### src/rtl/vga_timing_pkg.sv
// Shared timing definitions for the VGA raster generator.
//   vga_timing_t    : one complete raster description (lengths + sync polarity)
//   VGA_640X480_60  : 25.175 MHz industry timing, negative syncs
//   VGA_800X600_60  : 40 MHz industry timing, positive syncs
//   timing_total()  : sum of the four segment lengths of one axis
//   cnt_width()     : counter width needed to hold 0..n-1 (never less than 1)
package vga_timing_pkg;

    typedef struct packed {
        int h_display;
        int h_front;
        int h_sync;
        int h_back;
        int v_display;
        int v_front;
        int v_sync;
        int v_back;
        bit h_sync_pol;
        bit v_sync_pol;
    } vga_timing_t;

    localparam vga_timing_t VGA_640X480_60 = '{
        h_display: 640, h_front: 16, h_sync: 96,  h_back: 48,
        v_display: 480, v_front: 10, v_sync: 2,   v_back: 33,
        h_sync_pol: 1'b0, v_sync_pol: 1'b0
    };

    localparam vga_timing_t VGA_800X600_60 = '{
        h_display: 800, h_front: 40, h_sync: 128, h_back: 88,
        v_display: 600, v_front: 1,  v_sync: 4,   v_back: 23,
        h_sync_pol: 1'b1, v_sync_pol: 1'b1
    };

    function automatic int timing_total(input int display, input int front,
                                        input int sync, input int back);
        return display + front + sync + back;
    endfunction

    function automatic int cnt_width(input int n);
        return (n <= 2) ? 1 : $clog2(n);
    endfunction

endpackage

### src/rtl/pix_tick_div.sv
// Pixel-clock-enable divider.
//   clk      : system clock
//   reset    : synchronous, active-high
//   pix_tick : high on the last clk of every CLK_DIV-clk pixel period
//   running  : low on reset and for the clk edge that leaves reset; the top
//              uses it to recognise the first post-reset cycle
// The count restarts at 0 on the first clk after reset so that the first
// pixel period is always a full CLK_DIV clks long.
module pix_tick_div
    import vga_timing_pkg::*;
#(
    parameter int CLK_DIV = 1
) (
    input  logic clk,
    input  logic reset,
    output logic pix_tick,
    output logic running
);

    localparam int                 DIV_W    = cnt_width(CLK_DIV);
    localparam logic [DIV_W-1:0]   DIV_LAST = DIV_W'(CLK_DIV - 1);

    if (CLK_DIV < 1) begin : g_bad_div
        $error("pix_tick_div: CLK_DIV must be at least 1");
    end

    logic [DIV_W-1:0] div_q, div_d;
    logic             pix_tick_q, pix_tick_d;
    logic             running_q, running_d;

    always_comb begin
        div_d      = '0;
        running_d  = 1'b1;
        if (running_q && (div_q != DIV_LAST)) begin
            div_d = div_q + DIV_W'(1);
        end
        pix_tick_d = (div_d == DIV_LAST);
    end

    always_ff @(posedge clk) begin
        if (reset) begin
            div_q      <= '0;
            pix_tick_q <= 1'b0;
            running_q  <= 1'b0;
        end else begin
            div_q      <= div_d;
            pix_tick_q <= pix_tick_d;
            running_q  <= running_d;
        end
    end

    assign pix_tick = pix_tick_q;
    assign running  = running_q;

endmodule

### src/rtl/vga_timing_core.sv
// Parametrised VGA raster timing generator.
//   clk, reset          : system clock, synchronous active-high reset
//   hsync, vsync        : syncs at H_SYNC_POL / V_SYNC_POL active level
//   display_on          : inside the active picture area
//   hpos, vpos          : current pixel column / line
//   pix_tick            : last clk of the current pixel period
//   line_start          : first clk of hpos==0
//   frame_start         : first clk of (0,0)
//   vblank_start        : first clk of (0,V_DISPLAY)
//   frame_cnt           : completed frames, wraps modulo 2^FCNT_W
// Every output is a flop loaded from the decode of the next position, so
// syncs, display_on and strobes always describe the hpos/vpos shown in the
// same cycle.
module vga_timing_core
    import vga_timing_pkg::*;
#(
    parameter int H_DISPLAY  = VGA_640X480_60.h_display,
    parameter int H_FRONT    = VGA_640X480_60.h_front,
    parameter int H_SYNC     = VGA_640X480_60.h_sync,
    parameter int H_BACK     = VGA_640X480_60.h_back,
    parameter int V_DISPLAY  = VGA_640X480_60.v_display,
    parameter int V_FRONT    = VGA_640X480_60.v_front,
    parameter int V_SYNC     = VGA_640X480_60.v_sync,
    parameter int V_BACK     = VGA_640X480_60.v_back,
    parameter bit H_SYNC_POL = VGA_640X480_60.h_sync_pol,
    parameter bit V_SYNC_POL = VGA_640X480_60.v_sync_pol,
    parameter int CLK_DIV    = 1,
    parameter int POS_W      = 10,
    parameter int FCNT_W     = 16
) (
    input  logic              clk,
    input  logic              reset,
    output logic              hsync,
    output logic              vsync,
    output logic              display_on,
    output logic [POS_W-1:0]  hpos,
    output logic [POS_W-1:0]  vpos,
    output logic              pix_tick,
    output logic              line_start,
    output logic              frame_start,
    output logic              vblank_start,
    output logic [FCNT_W-1:0] frame_cnt
);

    localparam int H_TOTAL = timing_total(H_DISPLAY, H_FRONT, H_SYNC, H_BACK);
    localparam int V_TOTAL = timing_total(V_DISPLAY, V_FRONT, V_SYNC, V_BACK);

    if (H_DISPLAY < 1 || H_FRONT < 1 || H_SYNC < 1 || H_BACK < 1 ||
        V_DISPLAY < 1 || V_FRONT < 1 || V_SYNC < 1 || V_BACK < 1) begin : g_bad_len
        $error("vga_timing_core: every porch, sync and display length must be at least 1");
    end
    if (H_TOTAL > (1 << POS_W) || V_TOTAL > (1 << POS_W)) begin : g_bad_pos_w
        $error("vga_timing_core: POS_W too narrow for H_TOTAL/V_TOTAL");
    end

    localparam logic [POS_W-1:0] H_LAST   = POS_W'(H_TOTAL - 1);
    localparam logic [POS_W-1:0] V_LAST   = POS_W'(V_TOTAL - 1);
    localparam logic [POS_W-1:0] H_DISP   = POS_W'(H_DISPLAY);
    localparam logic [POS_W-1:0] V_DISP   = POS_W'(V_DISPLAY);
    localparam logic [POS_W-1:0] HS_BEGIN = POS_W'(H_DISPLAY + H_FRONT);
    localparam logic [POS_W-1:0] HS_END   = POS_W'(H_DISPLAY + H_FRONT + H_SYNC);
    localparam logic [POS_W-1:0] VS_BEGIN = POS_W'(V_DISPLAY + V_FRONT);
    localparam logic [POS_W-1:0] VS_END   = POS_W'(V_DISPLAY + V_FRONT + V_SYNC);

    logic advance;
    logic running;

    // advance is the registered pix_tick: the cycle being shown is the last
    // of its pixel, so the position moves on at this edge.
    pix_tick_div #(
        .CLK_DIV (CLK_DIV)
    ) u_pix_tick_div (
        .clk      (clk),
        .reset    (reset),
        .pix_tick (advance),
        .running  (running)
    );

    logic [POS_W-1:0]  hpos_q, hpos_d;
    logic [POS_W-1:0]  vpos_q, vpos_d;
    logic [FCNT_W-1:0] frame_cnt_q, frame_cnt_d;
    logic              hsync_q, hsync_d;
    logic              vsync_q, vsync_d;
    logic              display_on_q, display_on_d;
    logic              line_start_q, line_start_d;
    logic              frame_start_q, frame_start_d;
    logic              vblank_start_q, vblank_start_d;

    always_comb begin
        hpos_d      = hpos_q;
        vpos_d      = vpos_q;
        frame_cnt_d = frame_cnt_q;

        if (advance) begin
            if (hpos_q == H_LAST) begin
                hpos_d = '0;
                if (vpos_q == V_LAST) begin
                    vpos_d      = '0;
                    frame_cnt_d = frame_cnt_q + FCNT_W'(1);
                end else begin
                    vpos_d = vpos_q + POS_W'(1);
                end
            end else begin
                hpos_d = hpos_q + POS_W'(1);
            end
        end

        hsync_d      = ((hpos_d >= HS_BEGIN) && (hpos_d < HS_END)) ? H_SYNC_POL : !H_SYNC_POL;
        vsync_d      = ((vpos_d >= VS_BEGIN) && (vpos_d < VS_END)) ? V_SYNC_POL : !V_SYNC_POL;
        display_on_d = (hpos_d < H_DISP) && (vpos_d < V_DISP);

        // A strobe fires when a new position span begins: either the position
        // just moved, or this is the first clk out of reset showing (0,0).
        line_start_d   = (advance || !running) && (hpos_d == '0);
        frame_start_d  = line_start_d && (vpos_d == '0);
        vblank_start_d = line_start_d && (vpos_d == V_DISP);
    end

    always_ff @(posedge clk) begin
        if (reset) begin
            hpos_q         <= '0;
            vpos_q         <= '0;
            frame_cnt_q    <= '0;
            hsync_q        <= !H_SYNC_POL;
            vsync_q        <= !V_SYNC_POL;
            display_on_q   <= 1'b0;
            line_start_q   <= 1'b0;
            frame_start_q  <= 1'b0;
            vblank_start_q <= 1'b0;
        end else begin
            hpos_q         <= hpos_d;
            vpos_q         <= vpos_d;
            frame_cnt_q    <= frame_cnt_d;
            hsync_q        <= hsync_d;
            vsync_q        <= vsync_d;
            display_on_q   <= display_on_d;
            line_start_q   <= line_start_d;
            frame_start_q  <= frame_start_d;
            vblank_start_q <= vblank_start_d;
        end
    end

    assign hpos         = hpos_q;
    assign vpos         = vpos_q;
    assign frame_cnt    = frame_cnt_q;
    assign hsync        = hsync_q;
    assign vsync        = vsync_q;
    assign display_on   = display_on_q;
    assign pix_tick     = advance;
    assign line_start   = line_start_q;
    assign frame_start  = frame_start_q;
    assign vblank_start = vblank_start_q;

endmodule

### config.mk
export PLATFORM = sky130hd
export DESIGN_NAME = vga_timing_core
export DESIGN_NICKNAME = d
export VERILOG_FILES = /design/src/rtl/vga_timing_pkg.sv /design/src/rtl/pix_tick_div.sv /design/src/rtl/vga_timing_core.sv
export SDC_FILE = /design/constraint.sdc
export NUM_CORES = 1
export LEC_CHECK = 0
export CAP_MARGIN = 40
export CORE_MARGIN = 5
export CORE_UTILIZATION = 51
export DETAILED_ROUTE_END_ITERATION = 12
export GPL_TIMING_DRIVEN = 0
export PLACE_DENSITY = 0.77
export SLEW_MARGIN = 25
export SYNTH_ARGS = -nofsm -noshare
export SYNTH_HDL_FRONTEND = slang
export SYNTH_SLANG_ARGS = --single-unit
### constraint.sdc
create_clock -name clk -period 2.5 [get_ports clk]
set_input_delay 0.375 -clock clk [delete_from_list [all_inputs] [get_ports clk]]
set_output_delay 0.375 -clock clk [all_outputs]
set_load 0.02 [all_outputs]
# Yosys cells after proc, flatten, opt, wreduce, memory -nomap -nowiden
# Cells that the tools add are included.
# classes
addsub	4
n_reduce_logical	12
n_mux	9
n_bitwise	1
magnitude_cmp	6
n_eq_ne	3
# op_table
cell	n
2-to-1 mux 10 bit	5
adder 10 x 1 -> 10 bit, second input constant	2
equality test 10 bit, second input constant	2
zero test 10 bit	2
less-than comparator 10 bit, second input constant	2
less-than comparator 10 x 9 -> 1 bit, second input constant	2
adder 16 x 1 -> 16 bit, second input constant	1
equality test 10 x 9 -> 1 bit, second input constant	1
>= comparator 10 bit, second input constant	1
>= comparator 10 x 9 -> 1 bit, second input constant	1
logical AND 1 bit	7
2-to-1 mux 1 bit	4
AND reduction 3 bit	1
adder 1 bit, second input constant	1
zero test 1 bit	1
logical OR 1 bit	1
NOT 1 bit	1
# word_totals
output_inout_bits	43
input_bits	2
elab_cells	47
reg_bits	45

# Logic depth before layout (Yosys ltp)
# Gate-level depths: netlist of run 1.
# logic_depth
word_depth	7
ltp_mapped	10
depth_no_buf	8

# Modules after synthesis
# Synthesis of run 1 repeated with hierarchy kept, for this count alone.
# unflattened
cells_unflattened	282
area_unflattened_um2	2394.8
# modules_own_cells
module	instances	area_per_inst_um2	cells_per_inst	seq_area_each_um2
vga_timing_core	1	2347.3	278	840.8
pix_tick_div	1	47.5	4	40.0

# Worst setup path after synthesis of run 1
# No wires, ideal clock.
# synth_timing
path_kind	flip-flop to flip-flop
from	reg vpos_q[0] (netlist: vpos[0])
to	reg vblank_start_q (netlist: vblank_start)
period_less_slack_ps	2240
setup_ps	115
n_path_buf	1
required_ps	2385
arrival_time_ps	2125
setup_slack_ps	260
path_stages_with_launch	10
cell_sequence	dfxtp_1 -> inv_1 -> ha_1 -> and4bb_2 -> and4_1 -> dlygate4sd2_1 -> o211ai_1 -> a21oi_1 -> a31o_2 -> and3_1
# synth_between
elab_chain_len	6
elab_cells_between_ends	7
classes_between	add/sub (1); eq/ne (2); mux (3); reduce/logical (1)
# synth_rtl
element	line	text
start, declared	vga_timing_core.sv:80	logic [POS_W-1:0] vpos_q, vpos_d;
start signal, assigned	vga_timing_core.sv:132	vpos_q <= vpos_d;
adder 10 x 1 -> 10 bit / equality test 10 bit (equally long branches)	vga_timing_core.sv:101, vga_timing_core.sv:97	
2-to-1 mux 10 bit	vga_timing_core.sv:97	if (vpos_q == V_LAST) begin
2-to-1 mux 10 bit	vga_timing_core.sv:95	if (hpos_q == H_LAST) begin
2-to-1 mux 10 bit *	vga_timing_core.sv:94	if (advance) begin
equality test 10 x 9 -> 1 bit *	vga_timing_core.sv:116	vblank_start_d = line_start_d && (vpos_d == V_DISP);
logical AND 1 bit *	vga_timing_core.sv:116	
end signal, assigned	vga_timing_core.sv:139	vblank_start_q <= vblank_start_d;
end, declared	vga_timing_core.sv:87	logic vblank_start_q, vblank_start_d;
# Mark *: on every way between the ends. The rest lies on a longest branch, timed or not.
# A chain may end at the register's enable or synchronous reset.

# Worst setup path after layout of run 1
# layout_timing
from	reg hpos_q[0] (netlist: hpos[0])
to	reg frame_start_q (netlist: frame_start)
# layout_between
elab_chain_len	6
elab_cells_between_ends	10
classes_between	add/sub (1); eq/ne (1); mux (4); reduce/logical (4)
# layout_rtl
element	line	text
start, declared	vga_timing_core.sv:79	logic [POS_W-1:0] hpos_q, hpos_d;
start signal, assigned	vga_timing_core.sv:131	hpos_q <= hpos_d;
adder 10 x 1 -> 10 bit / equality test 10 bit (equally long branches)	vga_timing_core.sv:104, vga_timing_core.sv:95	
2-to-1 mux 10 bit	vga_timing_core.sv:95	
2-to-1 mux 10 bit	vga_timing_core.sv:94	
zero test 10 bit	vga_timing_core.sv:114	line_start_d = (advance || !running) && (hpos_d == '0);
logical AND 1 bit	vga_timing_core.sv:114	
logical AND 1 bit *	vga_timing_core.sv:115	frame_start_d = line_start_d && (vpos_d == '0);
end signal, assigned	vga_timing_core.sv:138	frame_start_q <= frame_start_d;
end, declared	vga_timing_core.sv:86	logic frame_start_q, frame_start_d;
# Marks and branches as above.

==> results.sh, run 1 <==
export IMPL_drv_cap=0
export IMPL_ys_types=48
export IMPL_synth_flop_cell="dfxtp_1"
export IMPL_vias=2083
export IMPL_critPathArrivalTime_ps=2610
export IMPL_io_pins=45
export IMPL_largest_register_ffs=16
export IMPL_grt_util_all_layers_pct=18.9
export IMPL_area_growth_pct=28.8
export IMPL_synth_edf_count=0
export IMPL_setup_violations=0
export IMPL_clock_path_buffers=2
export IMPL_whs_ps=497
export IMPL_cp_slowest_cell="dfxtp_1"
export IMPL_dpl_cell_count=353
export IMPL_start_util_pct=51.9
export IMPL_ys_seq_area_share_pct=39.3
export IMPL_grt_overflow_total=0
export IMPL_relSlewSlack_pct=54.5
export IMPL_hpwlAfterDp_um=3890
export IMPL_finalNonFillerCells=362
export IMPL_design_area_um2=2890
export IMPL_grt_setup_unrepaired="yes"
export IMPL_die_w_um=76.3
export IMPL_die_h_um=76.3
export IMPL_cp_end_kind="flop"
export IMPL_final_min_clock_period_ps=2360
export IMPL_yosysTopAreaCellShare_pct=39.3
export IMPL_timing_final_ws_setup_ps=137
export IMPL_place_area_um2=2740
export IMPL_final_nets=315
export IMPL_mostFrequentLayoutCell="dfxtp_1"
export IMPL_drive_above_1_share_pct=10.0
export IMPL_path_class="flop to flop"
export IMPL_layout_common_cells="dfxtp_1 (44), clkdlybuf4s50_1 (43), nor2_1 (21), nand3_1 (15), nand2_1 (15)"
export IMPL_p_leak_uw=0.00104
export IMPL_syn_inst=258
export IMPL_coreArea_um2=4320
export IMPL_path_max_fanout=9
export IMPL_netlist_area_um2=2240
export IMPL_worstSkewPairLatency_ps=300
export IMPL_cts_buffers=5
export IMPL_antenna_found_initial=0
export IMPL_drc=0
export IMPL_grt_pass1_wl_um=9210
export IMPL_hp_class="flop to flop"
export IMPL_antenna_cells=0
export IMPL_power_density_nw_per_um2=477
export IMPL_worstMarginPinSlew_ps=676
export IMPL_worst_endpoint_required_ps=2750
export IMPL_post_synth_top_area_cell="dfxtp_1"
export IMPL_outcome="completed"
export IMPL_routed_wl_um=5440
export IMPL_peakVddDrop_v=0.000383
export IMPL_tritoncts="yes"
export IMPL_clock_sinks=44
export IMPL_finalClockSkew_ps=5.92
export IMPL_ant_nets=0
export IMPL_dpl_worst_slack_ps=69.1
export IMPL_synth_area_leaders="dfxtp_1 (39%), xnor2_1 (4.3%), nand4_1 (3.9%)"
export IMPL_synth_warnings=0
export IMPL_crit_chain="ha_1, and2b_2, and4_4, buf_6, or4_1, a21o_1, a2111oi_4, and3_1"
export IMPL_grt_max_degree=14
export IMPL_cpPeakStageDelay_ps=400
export IMPL_viasPerCell=5.75
export IMPL_syn_area_per_cell_um2=8.70
export IMPL_cp_start_kind="flop"
export IMPL_hold_buffers=0
export IMPL_synth_seq_cells=44
export IMPL_firstDrtPassIters=4
export IMPL_wire_per_inst_um=15.0
export IMPL_drtIter0Drc=157
export IMPL_max_freq_ghz=0.423
export IMPL_hold_viol=0
export IMPL_gp_routability_congestion=0.843
export IMPL_post_route_period_util_pct=94.5
export IMPL_clk_pin_slew_ps=80
export IMPL_finalMaxSlewViolations=0
export IMPL_grt_pass1_vias=1924
export IMPL_rows=24
export IMPL_tns_ps=0
export IMPL_async_reset_ff_share_pct=0
export IMPL_die_area_um2=5830
export IMPL_htreeDepth=2
export IMPL_portBuffers=43
export IMPL_root_buffer="clkbuf_8"
export IMPL_syn_nets=264
through the flow:
stage | utilization, % | power, uW
after global routing | 66.8 | 1410
final | 66.8 | 1380
after global placement | 63.3 | 799
after floorplan | - | 773
after CTS | 66.3 | 1390
after detailed placement | 63.3 | 799
synthesized netlist by cell type, types with 2 or more instances:
cell type  instances
nand3_1           15
nor2_1            21
a21boi_0           2
o211ai_1           3
and4bb_2           3
or3_1              8
a211oi_1           3
xnor2_1           11
and3_1            11
and4_1             3
buf_6              4
o21ai_0           13
and3_2             2
nor2b_1            2
ha_1               4
inv_1              8
nand3b_1           2
nand2_1           15
xor2_1             8
and2_1             4
a21o_1             2
clkbuf_1           6
dfxtp_1           44
nand4_1           14
a21oi_1           14
nor3_1            13
nor4bb_1           2
cell families (layout without fill, tap and decap cells):
group / count (synthesis) / count (layout) / synth area share [%]
adder cells (fa/ha/maj): 4 / 4 / 2.23
buffers and inverters: 21 / 73 / 5.58
AO/OA/AOI/OAI: 44 / 44 / 13.0
multiplexers: 1 / 1 / 0.446
flip-flops: 44 / 44 / 39.3
AND/OR/NAND/NOR: 125 / 125 / 32.1
XOR/XNOR: 19 / 19 / 7.42
area by class of cell:
cell class	count	area, um2
Fill cell	384	1430
Sequential cell	44	881
Clock inverter	1	30.0
Timing Repair Buffer	45	445
Multi-Input combinational cell	193	1250
Inverter	8	30.0
Tap cell	52	65.1
Buffer	12	91.3
Clock buffer	7	96.3
path summary, 6_finish.rpt:
| path | from | to | slack, ps | depth (start not counted) |
|---|---|---|---|---|
| worst max-delay path | hpos[0] | frame_start | 140 | 8 |
| worst min-delay path | frame_cnt[10] | frame_cnt[10] | 500 | 2 |
| worst max register to register | hpos[0] | frame_start | 140 | 8 |
| worst min register to register | frame_cnt[10] | frame_cnt[10] | 500 | 2 |
report_power, final:
part / switching, uW / internal (uW) / total (uW)
sequential: 7.02 / 708 / 715
combinational: 40.5 / 28.3 / 68.8
clock: 241 / 353 / 594
total: 289 / 1090 / 1380
per-layer routing:
| metal | wire (um) | vias to the layer above | track usage, % |
|---|---|---|---|
| met3 | 295 | 6 | 3.78 |
| met4 | 78 | 0 | 5.94 |
| met2 | 2530 | 60 | 29.7 |
| met5 | 0 | - | 0 |
| met1 | 2540 | 981 | 25.9 |
| li1 | - | 1036 | - |
critical path: cells and delay by family, from the launching register on:
| family | cells | cell delay (ps) |
|---|---|---|
| and+or+nand+nor | 4 | 990 |
| AOI/OAI and AO/OA | 2 | 500 |
| buffers and inverters | 1 | 130 |
| adders and majority gates | 1 | 270 |
| DFF | 1 | 400 |
timing repair:
action                                  in CTS  in global routing
setup buffers                                0                  2
gates resized for setup                      0                  2
endpoints found under the setup margin       0                 12
No activity file was read; power rests on OpenSTA's default activity.
==> run 2: changes to the inputs <==
- CORE_UTILIZATION: 51 -> 35
- PLACE_DENSITY: 0.77 -> 0.56
==> run 2 against run 1 <==
Against the previous run:
- cell count increased by 7.2%
- utilization down 20 points
- sequential cell count did not move
- clock-buffer cell count decreased by 1
- critical path depth is the same
- via count down 1.4%
- fmax grew 1.2%
- worst hold slack gained 2.4 ps
- die area is 39% higher
- largest cell class unchanged
==> results.sh, run 2 (same netlist as run 1, synthesis figures left out) <==
export IMPL_die_h_um=90.1
export IMPL_grt_pass1_vias=1822
export IMPL_worst_path_buf_inv=2
export IMPL_coreArea_um2=6280
export IMPL_drc=0
export IMPL_grt_pass1_wl_um=9080
export IMPL_dpl_cell_count=378
export IMPL_finalMaxSlewViolations=0
export IMPL_io_pins=45
export IMPL_worstSkewPairLatency_ps=300
export IMPL_area_growth_pct=30.0
export IMPL_peakVddDrop_v=0.000262
export IMPL_hpwlAfterDp_um=4030
export IMPL_cp_slowest_cell="dfxtp_1"
export IMPL_antenna_cells=0
export IMPL_hold_viol=0
export IMPL_final_min_clock_period_ps=2340
export IMPL_cts_buffers=5
export IMPL_path_max_fanout=10
export IMPL_rows=29
export IMPL_drtIter0Drc=72
export IMPL_worst_endpoint_required_ps=2700
export IMPL_top_layer="met4"
export IMPL_cp_start_kind="flop"
export IMPL_outcome="completed"
export IMPL_max_freq_ghz=0.428
export IMPL_start_util_pct=35.7
export IMPL_grt_overflow_total=0
export IMPL_wl_met2_um=2690
export IMPL_clock_path_buffers=2
export IMPL_p_leak_uw=0.00104
export IMPL_die_w_um=90.1
export IMPL_finalNonFillerCells=388
export IMPL_power_density_nw_per_um2=456
export IMPL_clk_pin_slew_ps=90
export IMPL_vias=2054
export IMPL_relSlewSlack_pct=53.2
export IMPL_path_class="flop to flop"
export IMPL_timing_final_ws_setup_ps=164
export IMPL_tritoncts="yes"
export IMPL_hp_class="flop to flop"
export IMPL_crit_chain="inv_1, ha_1, and4bb_2, and4_1, dlygate4sd2_1, o21ai_0, a2111oi_4, and3_1"
export IMPL_clock_sinks=44
export IMPL_wl_met3_um=228
export IMPL_viasPerCell=5.29
export IMPL_post_route_period_util_pct=93.4
export IMPL_routed_wl_um=5610
export IMPL_grt_max_degree=14
export IMPL_drv_cap=0
export IMPL_htreeDepth=2
export IMPL_ant_nets=0
export IMPL_largest_register_ffs=16
export IMPL_critPathArrivalTime_ps=2530
export IMPL_worstMarginPinSlew_ps=694
export IMPL_drive_above_1_share_pct=10.6
export IMPL_hold_buffers=0
export IMPL_cpPeakStageDelay_ps=520
export IMPL_firstDrtPassIters=4
export IMPL_root_buffer="clkbuf_8"
export IMPL_wl_met1_um=2640
export IMPL_dpl_worst_slack_ps=53.8
export IMPL_gp_routability_congestion=0.804
export IMPL_die_area_um2=8110
export IMPL_setup_violations=0
export IMPL_antenna_found_initial=0
export IMPL_cp_top_family="simple AND/OR/NAND/NOR gates"
export IMPL_cp_end_kind="flop"
export IMPL_layout_common_cells="dfxtp_1 (43), clkdlybuf4s50_1 (43), nor2_1 (21), nand3_1 (15), nand2_1 (15)"
export IMPL_wire_per_inst_um=14.4
export IMPL_final_nets=316
export IMPL_portBuffers=43
export IMPL_finalClockSkew_ps=6.38
export IMPL_utilization_pct=46.5
export IMPL_grt_util_all_layers_pct=13.5
-- run 2: changes by cell type in the layout (fill, tap and decap cells not counted), sizes merged --
cell / before / now
clkinv: 0 / 1
-- run 2: worst register-to-register path, cell delays in order (launching register included) --
cell           delay [ps]
dfxtp_1               520
inv_1                  80
ha_1                  190
and4bb_2              240
and4_1                180
dlygate4sd2_1         320
o21ai_0               370
a2111oi_4             130
and3_1                210
-- run 2: per-layer routing --
| metal | up-vias | track usage [%] |
|---|---|---|
| li1 | 1036 | - |
| met1 | 973 | 17.9 |
| met2 | 40 | 21.4 |
| met3 | 5 | 3.42 |
| met4 | 0 | 4.09 |
| met5 | - | 0 |
-- run 2: area by class of cell --
type                    count  area, um2
fillers                   616       3360
multi-input cells         193       1260
flip-flops and latches     44        882
repair buffers             45        445
plain buffers              13       96.3
well taps                  77       96.3
clock buffers               6       72.6
clock inverters             2       35.0
inverters                   8       30.0
-- run 2: final timing paths --
kind | cells past startpoint | slack, ps | endpoint | startpoint
max | 8 | 160 | vblank_start | vpos[1]
min | 2 | 500 | frame_cnt[10] | frame_cnt[10]
max reg2reg | 8 | 160 | vblank_start | vpos[1]
min reg2reg | 2 | 500 | frame_cnt[10] | frame_cnt[10]
-- run 2: through the flow --
stage | power [uW] | TNS (ps) | hold WS [ps] | area [um2]
finish | 1330 | 0 | 500 | 2920
CTS | 1340 | 0 | 508 | 2880
detailed placement | 800 | 0 | 494 | 2770
floorplan | 773 | 0 | 566 | 2240
global placement | 800 | 0 | 484 | 2770
global route | 1390 | -34.1 | 530 | 2920
-- run 2: report_power, final --
| group | total [uW] | switching, uW | internal (uW) |
|---|---|---|---|
| combinational | 68.1 | 39.6 | 28.5 |
| clock | 547 | 250 | 297 |
| sequential | 715 | 6.83 | 708 |
| total | 1330 | 296 | 1030 |
-- run 2: timing repair --
action,CTS,global route
endpoints found under the setup margin,0,13
buffers inserted,0,2
gates resized for setup,0,6
